File: config.mk
export PLATFORM = sky130hd
export DESIGN_NAME = pio_multi_ch_flat
export DESIGN_NICKNAME = d
export VERILOG_FILES = /design/src/rtl/pio_multi_ch_if.sv /design/src/rtl/pio_multi_ch.sv /design/src/flat_wrapper.sv
export SDC_FILE = /design/constraint.sdc
export NUM_CORES = 1
export LEC_CHECK = 0
export ABC_AREA = 1
export BUFFER_PORTS_ARGS = -buffer_cell sky130_fd_sc_hd__buf_4
export CAP_MARGIN = 10
export CORE_MARGIN = 2
export CORE_UTILIZATION = 35
export CTS_CLUSTER_DIAMETER = 100
export DETAILED_ROUTE_END_ITERATION = 12
export PLACE_DENSITY = 0.59
export SETUP_SLACK_MARGIN = 0.5
export SLEW_MARGIN = 20
export SYNTH_ARGS = -nofsm -noshare
export SYNTH_HDL_FRONTEND = slang
export SYNTH_SLANG_ARGS = --single-unit
export TNS_END_PERCENT = 50
File: constraint.sdc
create_clock -name clk_100_clk -period 1.6 [get_ports clk_100_clk]
set_input_delay 0.16 -clock clk_100_clk [delete_from_list [all_inputs] [get_ports clk_100_clk]]
set_output_delay 0.16 -clock clk_100_clk [all_outputs]
set_load 0.005 [all_outputs]
File: src/rtl/pio_multi_ch_if.sv
// Register bus for pio_multi_ch: word address, write/read strobes, 32-bit data.
// No waitrequest; readdata follows a read by exactly one cycle.
interface pio_multi_ch_if;
  logic [2:0]  address;
  logic        write;
  logic [31:0] writedata;
  logic        read;
  logic [31:0] readdata;

  modport master (
    output address, write, writedata, read,
    input  readdata
  );

  modport slave (
    input  address, write, writedata, read,
    output readdata
  );
endinterface

File: src/rtl/pio_multi_ch.sv
// Multi-channel PIO: output register with set/clear, synchronised input with
// edge capture and interrupt, and a retriggerable output pulse sequencer.
//
//   state  | meaning
//   IDLE   | no pulse running, pulse_mask == 0
//   ACTIVE | pulse running, cnt counts down to expiry, pulse_mask != 0
module pio_multi_ch #(
  parameter int                    DATA_WIDTH  = 2,
  parameter int                    SYNC_STAGES = 2,
  parameter int                    EDGE_TYPE   = 0,
  parameter logic [DATA_WIDTH-1:0] OUT_RESET   = '0
) (
  input  logic                  clk_100_clk,
  input  logic                  reset_reset_n,
  pio_multi_ch_if.slave         bus,
  output logic [DATA_WIDTH-1:0] out_port,
  input  logic [DATA_WIDTH-1:0] in_port,
  output logic                  irq
);

  typedef enum logic {IDLE, ACTIVE} state_t;

  state_t                  state_q, state_d;
  logic [DATA_WIDTH-1:0]   out_q, out_d;
  logic [DATA_WIDTH-1:0]   mask_q, mask_d;
  logic [DATA_WIDTH-1:0]   cap_q, cap_d;
  logic [DATA_WIDTH-1:0]   pmask_q, pmask_d;
  logic [15:0]             plen_q, plen_d;
  logic [15:0]             cnt_q, cnt_d;
  logic                    irq_q;
  logic [31:0]             rd_q, rd_d;
  logic [DATA_WIDTH-1:0]   sync_q [SYNC_STAGES];
  logic [DATA_WIDTH-1:0]   dly_q;

  logic [DATA_WIDTH-1:0]   wd, in_sync, edge_det;
  logic [15:0]             plen_eff;
  logic                    wr_out, wr_mask, wr_cap, wr_set, wr_clr, wr_plen, pulse_wr;
  logic                    expire;
  logic                    unused_wd;

  assign wd       = bus.writedata[DATA_WIDTH-1:0];
  assign wr_out   = bus.write && (bus.address == 3'd0);
  assign wr_mask  = bus.write && (bus.address == 3'd2);
  assign wr_cap   = bus.write && (bus.address == 3'd3);
  assign wr_set   = bus.write && (bus.address == 3'd4);
  assign wr_clr   = bus.write && (bus.address == 3'd5);
  assign wr_plen  = bus.write && (bus.address == 3'd6);
  assign pulse_wr = bus.write && (bus.address == 3'd7) && (wd != '0);
  assign plen_eff = (plen_q == 16'd0) ? 16'd1 : plen_q;
  assign in_sync  = sync_q[SYNC_STAGES-1];
  assign unused_wd = ^bus.writedata[31:16];

  // Input synchroniser chain plus one delay flop for edge detection.
  always_ff @(posedge clk_100_clk or negedge reset_reset_n) begin
    if (!reset_reset_n) begin
      for (int i = 0; i < SYNC_STAGES; i++) sync_q[i] <= '0;
      dly_q <= '0;
    end else begin
      sync_q[0] <= in_port;
      for (int i = 1; i < SYNC_STAGES; i++) sync_q[i] <= sync_q[i-1];
      dly_q <= in_sync;
    end
  end

  // Edge select: rising, falling or any.
  always_comb begin
    edge_det = '0;
    case (EDGE_TYPE)
      0:       edge_det = in_sync & ~dly_q;
      1:       edge_det = ~in_sync & dly_q;
      default: edge_det = in_sync ^ dly_q;
    endcase
  end

  // Pulse sequencer: load/retrigger on a non-zero PULSE write, expire at cnt==1.
  always_comb begin
    state_d = state_q;
    pmask_d = pmask_q;
    cnt_d   = cnt_q;
    expire  = 1'b0;
    case (state_q)
      IDLE: begin
        if (pulse_wr) begin
          state_d = ACTIVE;
          pmask_d = wd;
          cnt_d   = plen_eff;
        end
      end
      ACTIVE: begin
        if (pulse_wr) begin
          pmask_d = pmask_q | wd;
          cnt_d   = plen_eff;
        end else if (cnt_q == 16'd1) begin
          expire  = 1'b1;
          pmask_d = '0;
          cnt_d   = '0;
          state_d = IDLE;
        end else begin
          cnt_d = cnt_q - 16'd1;
        end
      end
      default: state_d = IDLE;
    endcase
  end

  // Register next-state: expiry clear lands first so a same-cycle CPU write wins;
  // edge capture is applied after W1C so a new edge keeps the bit set.
  always_comb begin
    out_d = out_q;
    if (expire)   out_d = out_d & ~pmask_q;
    if (wr_out)   out_d = wd;
    if (wr_set)   out_d = out_d | wd;
    if (wr_clr)   out_d = out_d & ~wd;
    if (pulse_wr) out_d = out_d | wd;

    mask_d = wr_mask ? wd : mask_q;
    plen_d = wr_plen ? bus.writedata[15:0] : plen_q;

    cap_d = cap_q;
    if (wr_cap) cap_d = cap_d & ~wd;
    cap_d = cap_d | edge_det;
  end

  // Read mux; unused upper bits and write-only addresses read as zero.
  always_comb begin
    rd_d = rd_q;
    if (bus.read) begin
      rd_d = '0;
      case (bus.address)
        3'd0:    rd_d[DATA_WIDTH-1:0] = out_q;
        3'd1:    rd_d[DATA_WIDTH-1:0] = in_sync;
        3'd2:    rd_d[DATA_WIDTH-1:0] = mask_q;
        3'd3:    rd_d[DATA_WIDTH-1:0] = cap_q;
        3'd6:    rd_d[15:0]           = plen_q;
        3'd7:    rd_d[DATA_WIDTH-1:0] = pmask_q;
        default: rd_d = '0;
      endcase
    end
  end

  // Control and status registers.
  always_ff @(posedge clk_100_clk or negedge reset_reset_n) begin
    if (!reset_reset_n) begin
      state_q <= IDLE;
      out_q   <= OUT_RESET;
      mask_q  <= '0;
      cap_q   <= '0;
      pmask_q <= '0;
      plen_q  <= 16'd1;
      cnt_q   <= '0;
      irq_q   <= 1'b0;
      rd_q    <= '0;
    end else begin
      state_q <= state_d;
      out_q   <= out_d;
      mask_q  <= mask_d;
      cap_q   <= cap_d;
      pmask_q <= pmask_d;
      plen_q  <= plen_d;
      cnt_q   <= cnt_d;
      irq_q   <= |(cap_q & mask_q);
      rd_q    <= rd_d;
    end
  end

  assign out_port     = out_q;
  assign irq          = irq_q;
  assign bus.readdata = rd_q;

endmodule

File: src/flat_wrapper.sv
// flat-port wrapper written by rule: the top's interface ports become plain ports
module pio_multi_ch_flat 
#(
  parameter int                    DATA_WIDTH  = 2,
  parameter int                    SYNC_STAGES = 2,
  parameter int                    EDGE_TYPE   = 0,
  parameter logic [DATA_WIDTH-1:0] OUT_RESET   = '0
)
  (clk_100_clk, reset_reset_n, out_port, in_port, irq, bus_address, bus_write, bus_writedata, bus_read, bus_readdata);
  pio_multi_ch_if bus_i ();
  input  logic clk_100_clk;
  input  logic reset_reset_n;
  output logic [DATA_WIDTH-1:0] out_port;
  input  logic [DATA_WIDTH-1:0] in_port;
  output logic irq;
  input wire logic [$bits(bus_i.address)-1:0] bus_address;
  input wire logic [$bits(bus_i.write)-1:0] bus_write;
  input wire logic [$bits(bus_i.writedata)-1:0] bus_writedata;
  input wire logic [$bits(bus_i.read)-1:0] bus_read;
  output wire logic [$bits(bus_i.readdata)-1:0] bus_readdata;
  assign bus_i.address = bus_address;
  assign bus_i.write = bus_write;
  assign bus_i.writedata = bus_writedata;
  assign bus_i.read = bus_read;
  assign bus_readdata = bus_i.readdata;
  pio_multi_ch #(.DATA_WIDTH(DATA_WIDTH), .SYNC_STAGES(SYNC_STAGES), .EDGE_TYPE(EDGE_TYPE), .OUT_RESET(OUT_RESET)) u_core (.clk_100_clk(clk_100_clk), .reset_reset_n(reset_reset_n), .bus(bus_i), .out_port(out_port), .in_port(in_port), .irq(irq));
endmodule
## Yosys cells after proc, flatten, opt, wreduce, memory -nomap -nowiden

Index checks and enable logic that the tools add are counted.

| storage, ports and cells | value |
|---|---|
| register bits after elaboration | 64 |
| input port bits | 41 |
| output and inout port bits | 35 |
| word-level logic and storage cells | 73 |

| cells by class | value |
|---|---|
| add/subtract/negate cells | 1 |
| equal/unequal tests | 10 |
| mux-type cells | 24 |
| bitwise logic cells | 13 |
| reduce and logical (&&, ||, !) cells | 13 |

Operators with widths:

| cell | number |
|---|---|
| $mux W16 | 4 |
| $pmux W16 S2 | 1 |
| $mux W2 | 9 |
| $eq A16 B1 Y1 const B | 1 |
| $logic_not A16 Y1 | 1 |
| $sub A16 B1 Y16 const B | 1 |
| $mux W14 | 1 |
| $eq A3 B3 Y1 const B | 4 |
| $pmux W2 S6 | 1 |
| $and A2 B2 Y2 | 5 |
| $logic_and A1 B1 Y1 | 8 |
| $or A2 B2 Y2 | 4 |
| $eq A3 B2 Y1 const B | 2 |
| $mux W1 | 6 |
| $not A2 Y2 | 3 |
| $pmux W2 S2 | 1 |
| $eq A3 B1 Y1 const B | 1 |
| $logic_not A3 Y1 | 1 |
| $ne A3 B3 Y1 const B | 1 |
| $ne A2 B1 Y1 const B | 1 |
| $pmux W1 S2 | 1 |
| $reduce_and A2 Y1 | 1 |
| $reduce_bool A2 Y1 | 1 |
| $reduce_or A2 Y1 | 1 |
| $not A1 Y1 | 1 |

## Logic depth before layout (Yosys ltp)

Gate-level depths: netlist (run 1).

| depth | value |
|---|---|
| depth in word-level cells | 13 |
| gate-level depth with buffers | 9 |
| depth with buffers taken out | 9 |

## Worst setup path before layout (run 1)

OpenSTA, ideal clock, no wires.

| timing path | value |
|---|---|
| path type | register to register |
| start point | reg u_core.cnt_q[1] |
| end point | reg u_core.cnt_q[12] |
| setup time | 0.124 ns |
| arrival | 1.306 ns |
| data required time | 1.476 ns |
| path slack | 0.170 ns |
| cell stages (with the launch flop) | 10 |
| buffers on the path | 0 |
| period minus slack after synthesis | 1.430 ns |
| cell sequence | dfrtp_1 inv_1 ha_1 nand2_1 nor2_1 nand2_1 nor2_1 nor2_4 inv_2 o21bai_1 |

| on the way | value |
|---|---|
| longest elaborated chain between the ends | 4 |
| elaborated cells on any way between the ends | 5 |
| classes of those cells | add/sub: 1; eq/ne: 1; mux: 3 |

Ends and longest elaborated chain:

| what | line | source |
|---|---|---|
| start, declared | pio_multi_ch.sv:29 | `logic [15:0] cnt_q, cnt_d;` |
| start signal, assigned | pio_multi_ch.sv:160 | `cnt_q <= cnt_d;` |
| $sub A16 B1 Y16 or $eq A16 B1 Y1 (tied branches) | pio_multi_ch.sv:99, pio_multi_ch.sv:93 |  |
| $mux W16 (*) | pio_multi_ch.sv:93 | `end else if (cnt_q == 16'd1) begin` |
| $mux W16 (*) | pio_multi_ch.sv:90 | `if (pulse_wr) begin` |
| $pmux W16 S2 (*) | pio_multi_ch.sv:81 | `case (state_q)` |

Mark *: on every way between the ends. The rest lies on a longest branch, timed or not.
A chain may end at the register's enable or synchronous reset.

## Worst setup path in the final report (run 1)

| timing path | value |
|---|---|
| start point | reg u_core.cnt_q[0] |
| end point | reg u_core.cnt_q[4] |

Same word-level chain as after synthesis.

==> results of run 1 <==
## per-layer routing
metal  GRT usage (%)  routed length, um
met5               0                  0
met2            26.0               3660
met3            4.72                286
met1            20.1               3400
met4            4.26                114
## worst max-delay path, stage by stage (launching register included)
cell and delay, ps:
dfrtp_1 430, ha_4 180, nand2_2 50, nor2_1 30
nand2_1 90, nor2_4 70, nor2_4 210, clkinv_4 140
o21bai_1 150
## area by class of cell
class | count | area share (%)
repair buffers | 56 | 11.0
multi-input cells | 266 | 34.5
clock buffers | 13 | 4.23
clock inverters | 2 | 0.939
inverters | 60 | 5.76
well taps | 111 | 3.48
flip-flops and latches | 64 | 40.1
## cell usage in the layout (no fill, tap or decap), types with 9 or more instances in the layout
master,synthesis,final
buf_4,16,52
inv_1,55,51
nor2_1,47,42
a21oi_1,17,17
nand3_1,21,21
o31ai_1,14,14
o21bai_1,12,12
nand2_1,83,81
conb_1,1,16
o22ai_1,12,12
xor2_1,9,9
clkbuf_8,0,12
o21ai_0,10,9
dfrtp_1,63,63
## power breakdown
part | switching (W) | total, W | internal (W)
Combinational | 0.00111 | 0.00186 | 0.000747
Sequential | 0.000279 | 0.00226 | 0.00198
Clock | 0.000589 | 0.00143 | 0.000839
Total | 0.00198 | 0.00555 | 0.00357
## cell families after synthesis
family,Yosys count,share of synthesized area (%)
simple gates,167,21.3
buf+inv,86,13.0
compound gates,71,13.4
flops,64,48.7
xor+xnor,10,2.66
fa+ha+maj,2,0.761
other cells,1,0.114
## registers in the layout (all words and copies together), names as in the netlist
| register | count |
|---|---|
| u_core.bus.readdata | 16 |
| u_core.cap_q | 2 |
| u_core.cnt_q | 16 |
| u_core.dly_q | 2 |
| u_core.in_sync | 2 |
| u_core.irq | 1 |
| u_core.mask_q | 2 |
| u_core.out_port | 2 |
| u_core.plen_q | 16 |
| u_core.pmask_q | 2 |
| u_core.state_q | 1 |
| u_core.sync_q | 2 |
## path summary, 6_finish.rpt
path	from	end	slack, ps	cells past startpoint
hold reg to reg	u_core.sync_q[2]$_DFF_PN0_	u_core.in_sync[0]$_DFF_PN0_	350	0
max in group asynchronous	reset_reset_n	u_core.bus.readdata[12]$_DFFE_PN0P_	840	3
setup / recovery	u_core.cnt_q[0]$_DFFE_PN0P_	u_core.cnt_q[4]$_DFFE_PN0P_	180	8
hold / removal	bus_read	u_core.bus.readdata[1]$_DFFE_PN0P_	40	3
setup reg to reg	u_core.cnt_q[0]$_DFFE_PN0P_	u_core.cnt_q[4]$_DFFE_PN0P_	180	8
min in group asynchronous	reset_reset_n	u_core.out_port[1]$_DFF_PN0_	270	2
## through the flow
stage | total power (W) | std cells | util (%) | worst slack [ps]
2_1_floorplan | 0.00358 | 416 | - | 317
3_3_place_gp | 0.00404 | 552 | 40.5 | 128
3_5_place_dp | 0.00408 | 552 | 40.5 | 113
4_1_cts | 0.00557 | 571 | 43.2 | 183
5_1_grt | 0.00597 | 572 | 43.5 | 92.8
6_report | 0.00555 | 572 | 43.5 | 177
## repair_timing
item | CTS | global route
resized for setup | 4 | 6
pin swaps | 0 | 7
setup endpoints to repair | 20 | 37
hold buffers | 3 | 0
setup buffers | 1 | 1
cloned | 0 | 0
endpoints found under the hold margin | 25 | 0
==> summary.md, run 1 <==
| Metric | Value |
|---|---|
| Sequential cell area fraction in the yosys report | `between 40 and 50%` |
| Die height | `between 100 and 150 um` |
| Req. time, crit path | `around 1900 ps` |
| Max-slew violations | `0` |
| Register area | `approximately 0.0016 sq mm` |
| Max Cap Viol | `0` |
| Initial core utilization | `35.8%` |
| Most common cell in the netlist | `nand2_1` |
| Drt first pass iters | `4` |
| Largest net degree at the start of global routing | `33` |
| Synth top area share | `between 40% and 50%` |
| Vias/cell | `between 4 and 5` |
| Synth area leader | `dfrtp_1` |
| # diodes | `0` |
| Root Buffer Master | `clkbuf_8` |
| Synthesis Warnings | `0` |
| Final setup violation count | `0` |
| RSZ-0062 raised after global routing | `yes` |
| Synth Area per Inst | `8.20 sq um` |
| Gpl congestion | `between 0.8 and 0.9` |
| Top cells by count, synth | `nand2_1 (83), dfrtp_1 (63), inv_1 (55)` |
| Post-DP Area | `about 0.0037 sq mm` |
| DR vias | `approximately 2,700` |
| Die Wd | `about 100 um` |
| Final period utilization | `about nine tenths` |
| CP max FO | `9` |
| Clock latency on the worst-skew pair | `about 340 ps` |
| I/O Buffers | `43` |
| P_leak | `2.01 nW` |
| Max Clock Freq | `between 700 and 800 MHz` |
| Vias in the first global route | `2,692` |
| Global-route wire length before repair | `12,600 um` |
| Final hold vios | `0` |
| Max_slew headroom | `just over 60%` |
| Startpoint Class | `register` |
| DRT Wirelength | `~7500 um` |
| Ys async rst share | `100%` |
| Io pins | `76` |
| Crit. End Element | `register` |
| Top cells by area, synth | `dfrtp_1 (48%), nand2_1 (9.5%), inv_1 (6.3%), nor2_1 (5.4%), buf_4 (3.7%)` |
| CP Class | `reg -> reg` |
| Hold crit path type | `in -> reg` |
| Layout cell share with drive strength beyond 1 | `about a fifth` |
| Die ar. | `between 0.01 and 0.015 sq mm` |
| TritonCTS clock tree | `built` |
| Pwr Density | `~1400 mW/mm^2` |
| H-tree depth | `3` |
| Worst-case clock buffer depth | `2` |
| Grt ovf | `0` |
| Final TNS setup | `0 ps` |
| Top_reg_cell synth | `dfrtp_1` |
| Status | `finished clean` |
| DR iter-0 viols | `92` |
| Final ANT Viol Nets | `0` |
| Gr usage total | `15.7%` |
| HPWL after DPL | `between 5000 and 6000 um` |
| Library cells used by synthesis | `31` |
| Number of remaining DRC errors | `0` |
| Syn-to-layout area delta | `21.5%` |
| Number of flops mapped to enable cells by yosys | `0` |
| Fill count | `between 900 and 1,000` |
| Hold slack final | `~35 ps` |
| Synthesized cell area | `0.00329 sq mm` |
| Initial antenna violation count | `0` |
| Fin nets | `500` |
| Worst Skew | `~7 ps` |
| CTS Buf Count | `9` |
| Peak VDD IR | `about 670 uV` |
| Clk slew on worst S/H paths | `70 ps` |
| Site row count | `35` |
| Gate count after technology mapping | `about 400` |
| Tmin final | `about 1400 ps` |
| Multi-input gate area | `approximately 0.0014 sq mm` |
| Core footprint | `~0.0092 sq mm` |
| Final Cell Area | `around 0.004 sq mm` |
| Worst EP arrival | `1680 ps` |
| Worst-Margin Slew | `about 560 ps` |
| Flip-flop and latch count after synthesis | `64` |
| Total clock sinks | `64` |
| Mean routed wirelength per cell | `13.0 um` |
Power figures use the tool's default switching activity.
==> inputs of run 2 (changes only) <==
Settings changed: RECOVER_POWER set to 25.
==> run 2 against run 1 <==
Net effect: combinational power is essentially flat; highest routed layer unchanged; sequential power is essentially flat; cell area is essentially flat; hold slack is essentially flat; critical path type unchanged; first-iteration DRC count grew 25%; worst setup slack lost 5.0 ps.
==> summary.md, run 2 (synthesis results as in run 1) <==
| Metric | Value |
|---|---|
| Worst Skew | `slightly above 7 ps` |
| Initial antenna violation count | `0` |
| Tmin final | `1430 ps` |
| Pwr Density | `1390 mW/mm^2` |
| Final TNS setup | `0 ps` |
| Max Cap Viol | `0` |
| Vias/cell | `approximately 4.8` |
| Worst-Margin Slew | `roughly 690 ps` |
| Startpoint Class | `register` |
| Number of remaining DRC errors | `0` |
| Leading cell type in the layout, fill and taps excluded | `nand2_1` |
| Syn-to-layout area delta | `21.4%` |
| DR WL met2 | `between 3000 and 4000 um` |
| Clk slew on worst S/H paths | `approximately 60 ps` |
| Initial core utilization | `between 30% and 40%` |
| RSZ-0062 raised after global routing | `yes` |
| HPWL after DPL | `between 5000 and 6000 um` |
| P_leak | `about 2 nW` |
| DR iter-0 viols | `115` |
| Status | `finished clean` |
| Fill count | `roughly 900` |
| Max Clock Freq | `between 700 and 800 MHz` |
| Worst-case clock buffer depth | `2` |
| Hold crit path type | `in -> reg` |
| DRT Wirelength | `about 7500 um` |
| # diodes | `0` |
| Clock latency on the worst-skew pair | `340 ps` |
| Core footprint | `between 0.009 and 0.01 sq mm` |
| Peak VDD IR | `668 uV` |
| Mean routed wirelength per cell | `about 13 um` |
| CP Class | `reg -> reg` |
| Die ar. | `0.0102 sq mm` |
| Largest net degree at the start of global routing | `33` |
| Final period utilization | `roughly nine tenths` |
| Drt first pass iters | `4` |
| Max-slew violations | `0` |
| CTS Buf Count | `9` |
| TritonCTS clock tree | `built` |
| Gr usage total | `between 15 and 20%` |
| H-tree depth | `3` |
| Routed met3 length | `approximately 340 um` |
| Final setup violation count | `0` |
| Site row count | `35` |
| Layout cell share with drive strength beyond 1 | `approximately a fifth` |
| Root Buffer Master | `clkbuf_8` |
| PnR worst setup slack | `approximately 170 ps` |
| Die height | `101 um` |
| Req. time, crit path | `around 1900 ps` |
| Io pins | `76` |
| Crit. End Element | `register` |
| Worst EP arrival | `1690 ps` |
| Die Wd | `101 um` |
| Pre-CTS setup slack | `113 ps` |
| DR vias | `around 2,700` |
| CP max FO | `9` |
| Max_slew headroom | `between 50% and 60%` |
| Global-route wire length before repair | `around 13,000 um` |
| Final ANT Viol Nets | `0` |
| Vias in the first global route | `~2,700` |
| Fin nets | `500` |
| Commonest cells after routing, fill and taps aside | `nand2_1 (81), dfrtp_1 (63), inv_1 (51)` |
| Met1 WL | `between 3000 and 4000 um` |
| Gpl congestion | `between 0.8 and 0.9` |
| Total clock sinks | `64` |
| Grt ovf | `0` |
| Final hold vios | `0` |
| Max layer used | `met4` |
| I/O Buffers | `between 40 and 50` |
-- run 2: metal layers --
metal	vias up	global-route usage, %
met4	0	4.26
met5	-	0
met2	66	26.0
li1	1370	-
met1	1279	20.1
met3	11	4.72
-- run 2: critical path, cell delays in order (launching register included) --
cell,delay [ps]
dfrtp_1,430
ha_4,180
nand2_2,50
nor2_1,30
nand2_1,90
nor2_4,70
nor2_4,210
clkinv_4,140
o21bai_1,150
-- run 2: area by class of cell --
type | instances | area [sq um] | area share (%)
clock inverters | 2 | 37.5 | 0.940
flip-flops and latches | 64 | 1600 | 40.1
repair buffers | 56 | 438 | 11.0
well taps | 111 | 139 | 3.48
inverters | 60 | 230 | 5.76
multi-input cells | 266 | 1380 | 34.5
clock buffers | 13 | 169 | 4.23
-- run 2: where the power goes --
group / switching (W) / total, W / leakage [nW] / internal [W]
sequential: 0.000281 / 0.00227 / 0.770 / 0.00198
clock: 0.000588 / 0.00143 / 0.102 / 0.000839
combinational: 0.00111 / 0.00185 / 1.14 / 0.000746
total: 0.00198 / 0.00555 / 2.01 / 0.00357
-- run 2: worst paths after layout --
path | from | end | slack (ps) | cells past startpoint
setup / recovery | u_core.cnt_q[0]$_DFFE_PN0P_ | u_core.cnt_q[7]$_DFFE_PN0P_ | 170 | 8
hold / removal | bus_read | u_core.bus.readdata[1]$_DFFE_PN0P_ | 40 | 3
setup reg to reg | u_core.cnt_q[0]$_DFFE_PN0P_ | u_core.cnt_q[7]$_DFFE_PN0P_ | 170 | 8
hold reg to reg | u_core.sync_q[2]$_DFF_PN0_ | u_core.in_sync[0]$_DFF_PN0_ | 350 | 0
max in group asynchronous | reset_reset_n | u_core.bus.readdata[12]$_DFFE_PN0P_ | 580 | 3
min in group asynchronous | reset_reset_n | u_core.sync_q[2]$_DFF_PN0_ | 390 | 2
-- run 2: through the flow --
| step | power, W | hold slack [ps] | cells | util, % | instance area, sq um |
|---|---|---|---|---|---|
| 2_1_floorplan | 0.00358 | -136 | 416 | - | 3390 |
| 3_3_place_gp | 0.00404 | 92.1 | 552 | 40.5 | 3730 |
| 3_5_place_dp | 0.00408 | 101 | 552 | 40.5 | 3730 |
| 4_1_cts | 0.00557 | 26.3 | 571 | 43.2 | 3980 |
| 5_1_grt | 0.00597 | 68.0 | 572 | 43.4 | 3990 |
| 6_report | 0.00555 | 35.8 | 572 | 43.4 | 3990 |
-- run 2: timing repair --
action / CTS / global route
resized for setup: 4 / 6
gates cloned: 0 / 0
endpoints found under the setup margin: 20 / 37
hold endpoints to repair: 25 / 0
hold buffers: 3 / 0
setup buffers: 1 / 1
pin swaps: 0 / 7
==> inputs of run 3 (changes only) <==
Settings changed: BUFFER_PORTS_ARGS -buffer_cell sky130_fd_sc_hd__buf_4 to unset, CTS_BUF_LIST set to sky130_fd_sc_hd__clkbuf_4 sky130_fd_sc_hd__clkbuf_8 sky130_fd_sc_hd__clkbuf_16, DONT_BUFFER_PORTS set to 1, PLACE_DENSITY 0.59 to 0.52.
==> run 3 against run 2 <==
Net effect: the run now ends with hold timing left; worst setup slack got worse by 15 ps; non-clock buffer count decreased by 18; die area unchanged; via count decreased by 0.99%; clock skew increased by 4.1 ps; critical path type unchanged; largest cell class unchanged; highest routed layer unchanged.
==> summary.md, run 3 (synthesis results as in run 1) <==
| Metric | Value |
|---|---|
| Failing checks | `hold timing` |
| Final hold vios | `64` |
| Grt ovf | `0` |
| Layout cell share with drive strength beyond 1 | `between 10% and 20%` |
| Commonest cells after routing, fill and taps aside | `nand2_1 (78), dfrtp_1 (62), inv_1 (51)` |
| Final period utilization | `90.2%` |
| Startpoint Class | `register` |
| CTS Hold Bufs | `16` |
| Fin nets | `slightly below 500` |
| HPWL after DPL | `about 5600 um` |
| Die height | `between 100 and 150 um` |
| DR iter-0 viols | `approximately 120` |
| Vias/cell | `around 4.9` |
| Critical Path, Cell by Cell | `inv_2, buf_4, nand3_2, nor2_1, buf_4, inv_1, o21bai_1, nand3_2, nand3_1` |
| Tmin final | `approximately 1400 ps` |
| Site row count | `35` |
| DR vias | `around 2,700` |
| Total clock sinks | `64` |
| Root Buffer Master | `clkbuf_8` |
| Largest net degree at the start of global routing | `65` |
| Crit. End Element | `register` |
| Max-slew violations | `0` |
| P_leak | `~1.9 nW` |
| Worst EP arrival | `1720 ps` |
| Vias in the first global route | `roughly 2,600` |
| I/O Buffers | `0` |
| Gpl congestion | `~0.86` |
| Pwr Density | `1460 mW/mm^2` |
| PnR worst setup slack | `157 ps` |
| Number of remaining DRC errors | `0` |
| Final setup violation count | `0` |
| Leading cell type in the layout, fill and taps excluded | `nand2_1` |
| Req. time, crit path | `~1900 ps` |
| Die Wd | `roughly 100 um` |
| Syn-to-layout area delta | `19.4%` |
| Io pins | `76` |
| Max Clock Freq | `a little under 700 MHz` |
| Maximum single-stage delay on the critical path | `~400 ps` |
| Final TNS setup | `0 ps` |
| DRT Wirelength | `between 7000 and 8000 um` |
| Initial core utilization | `a little over a third` |
| CP Class | `reg -> reg` |
| Peak VDD IR | `about 600 uV` |
| Die ar. | `between 0.01 and 0.015 sq mm` |
| CTS Buf Count | `9` |
| Total Power | `roughly 0.0057 W` |
| Mean routed wirelength per cell | `between 10 and 15 um` |
| Hold crit path type | `in -> async` |
| RSZ-0062 raised after global routing | `yes` |
| Pre-CTS setup slack | `80.1 ps` |
| Core footprint | `0.00920 sq mm` |
| Gr usage total | `around 16%` |
| H-tree depth | `3` |
| Worst-case clock buffer depth | `2` |
| Slowest CP cell | `dfrtp_1` |
| Drt first pass iters | `4` |
| Clk slew on worst S/H paths | `~80 ps` |
| Initial antenna violation count | `0` |
| Global-route wire length before repair | `12,700 um` |
| Status | `complete, but fails checks` |
| # diodes | `0` |
| Finished Layout Cells | `between 500 and 600` |
| TritonCTS clock tree | `built` |
| Final ANT Viol Nets | `0` |
| CP max FO | `5` |
| Worst Skew | `11.4 ps` |
| Clock latency on the worst-skew pair | `approximately 340 ps` |
| Dpl cells | `510` |
| Max Cap Viol | `0` |
| Hold slack final | `-492 ps` |
-- run 3: final cells by class --
class,count,area (sq um)
clock buffer,10,131
clock inverter,6,60.1
fill,922,5270
inverter,60,230
multi-input combinational,266,1400
sequential,64,1600
tap,111,139
timing repair buffer,38,350
timing repair inverter,1,16.3
-- run 3: power breakdown --
| part | switching [W] | total (W) | internal [W] |
|---|---|---|---|
| clock network | 0.000632 | 0.00136 | 0.000728 |
| registers | 0.000304 | 0.00229 | 0.00199 |
| logic | 0.00118 | 0.00209 | 0.000902 |
-- run 3: worst paths after layout --
| path | from | to | slack (ps) | cells after the start |
|---|---|---|---|---|
| max | u_core.cnt_q[1]$_DFFE_PN0P_ | u_core.cnt_q[9]$_DFFE_PN0P_ | 160 | 9 |
| min | reset_reset_n | u_core.cnt_q[11]$_DFFE_PN0P_ | -490 | 0 |
| max reg2reg | u_core.cnt_q[1]$_DFFE_PN0P_ | u_core.cnt_q[9]$_DFFE_PN0P_ | 160 | 9 |
| min reg2reg | u_core.sync_q[2]$_DFF_PN0_ | u_core.in_sync[0]$_DFF_PN0_ | 350 | 0 |
| max in group asynchronous | reset_reset_n | u_core.plen_q[0]$_DFFE_PN1P_ | 1860 | 0 |
| min in group clk_100_clk | bus_writedata[10] | u_core.plen_q[10]$_DFFE_PN0P_ | 10 | 2 |
-- run 3: what timing repair did --
item	in CTS	in global routing
setup buffers	1	12
setup endpoints to repair	20	22
gates resized for setup	8	13
pin swaps	0	8
endpoints found under the hold margin	82	64
gates cloned	0	1
-- run 3: per-layer routing --
layer	track usage [%]	wire length, um
met1	20.4	3600
met4	5.93	158
met2	26.0	3830
met3	4.65	378
met5	0	0
-- run 3: critical path, delay by kind of cell, from the launching register on --
family	cells	cell delay [ps]
flip-flops	1	390
AND/OR/NAND/NOR	4	410
buffers and inverters	4	450
AO/OA/AOI/OAI	1	150
-- run 3: stage by stage --
step / hold slack, ps / utilization, % / instance area, sq um
floorplan: -136 / - / 3390
global placement: -132 / 37.0 / 3400
global route: -518 / 42.7 / 3930
CTS: -508 / 41.1 / 3780
detailed placement: -132 / 37.0 / 3400
finish: -492 / 42.7 / 3930
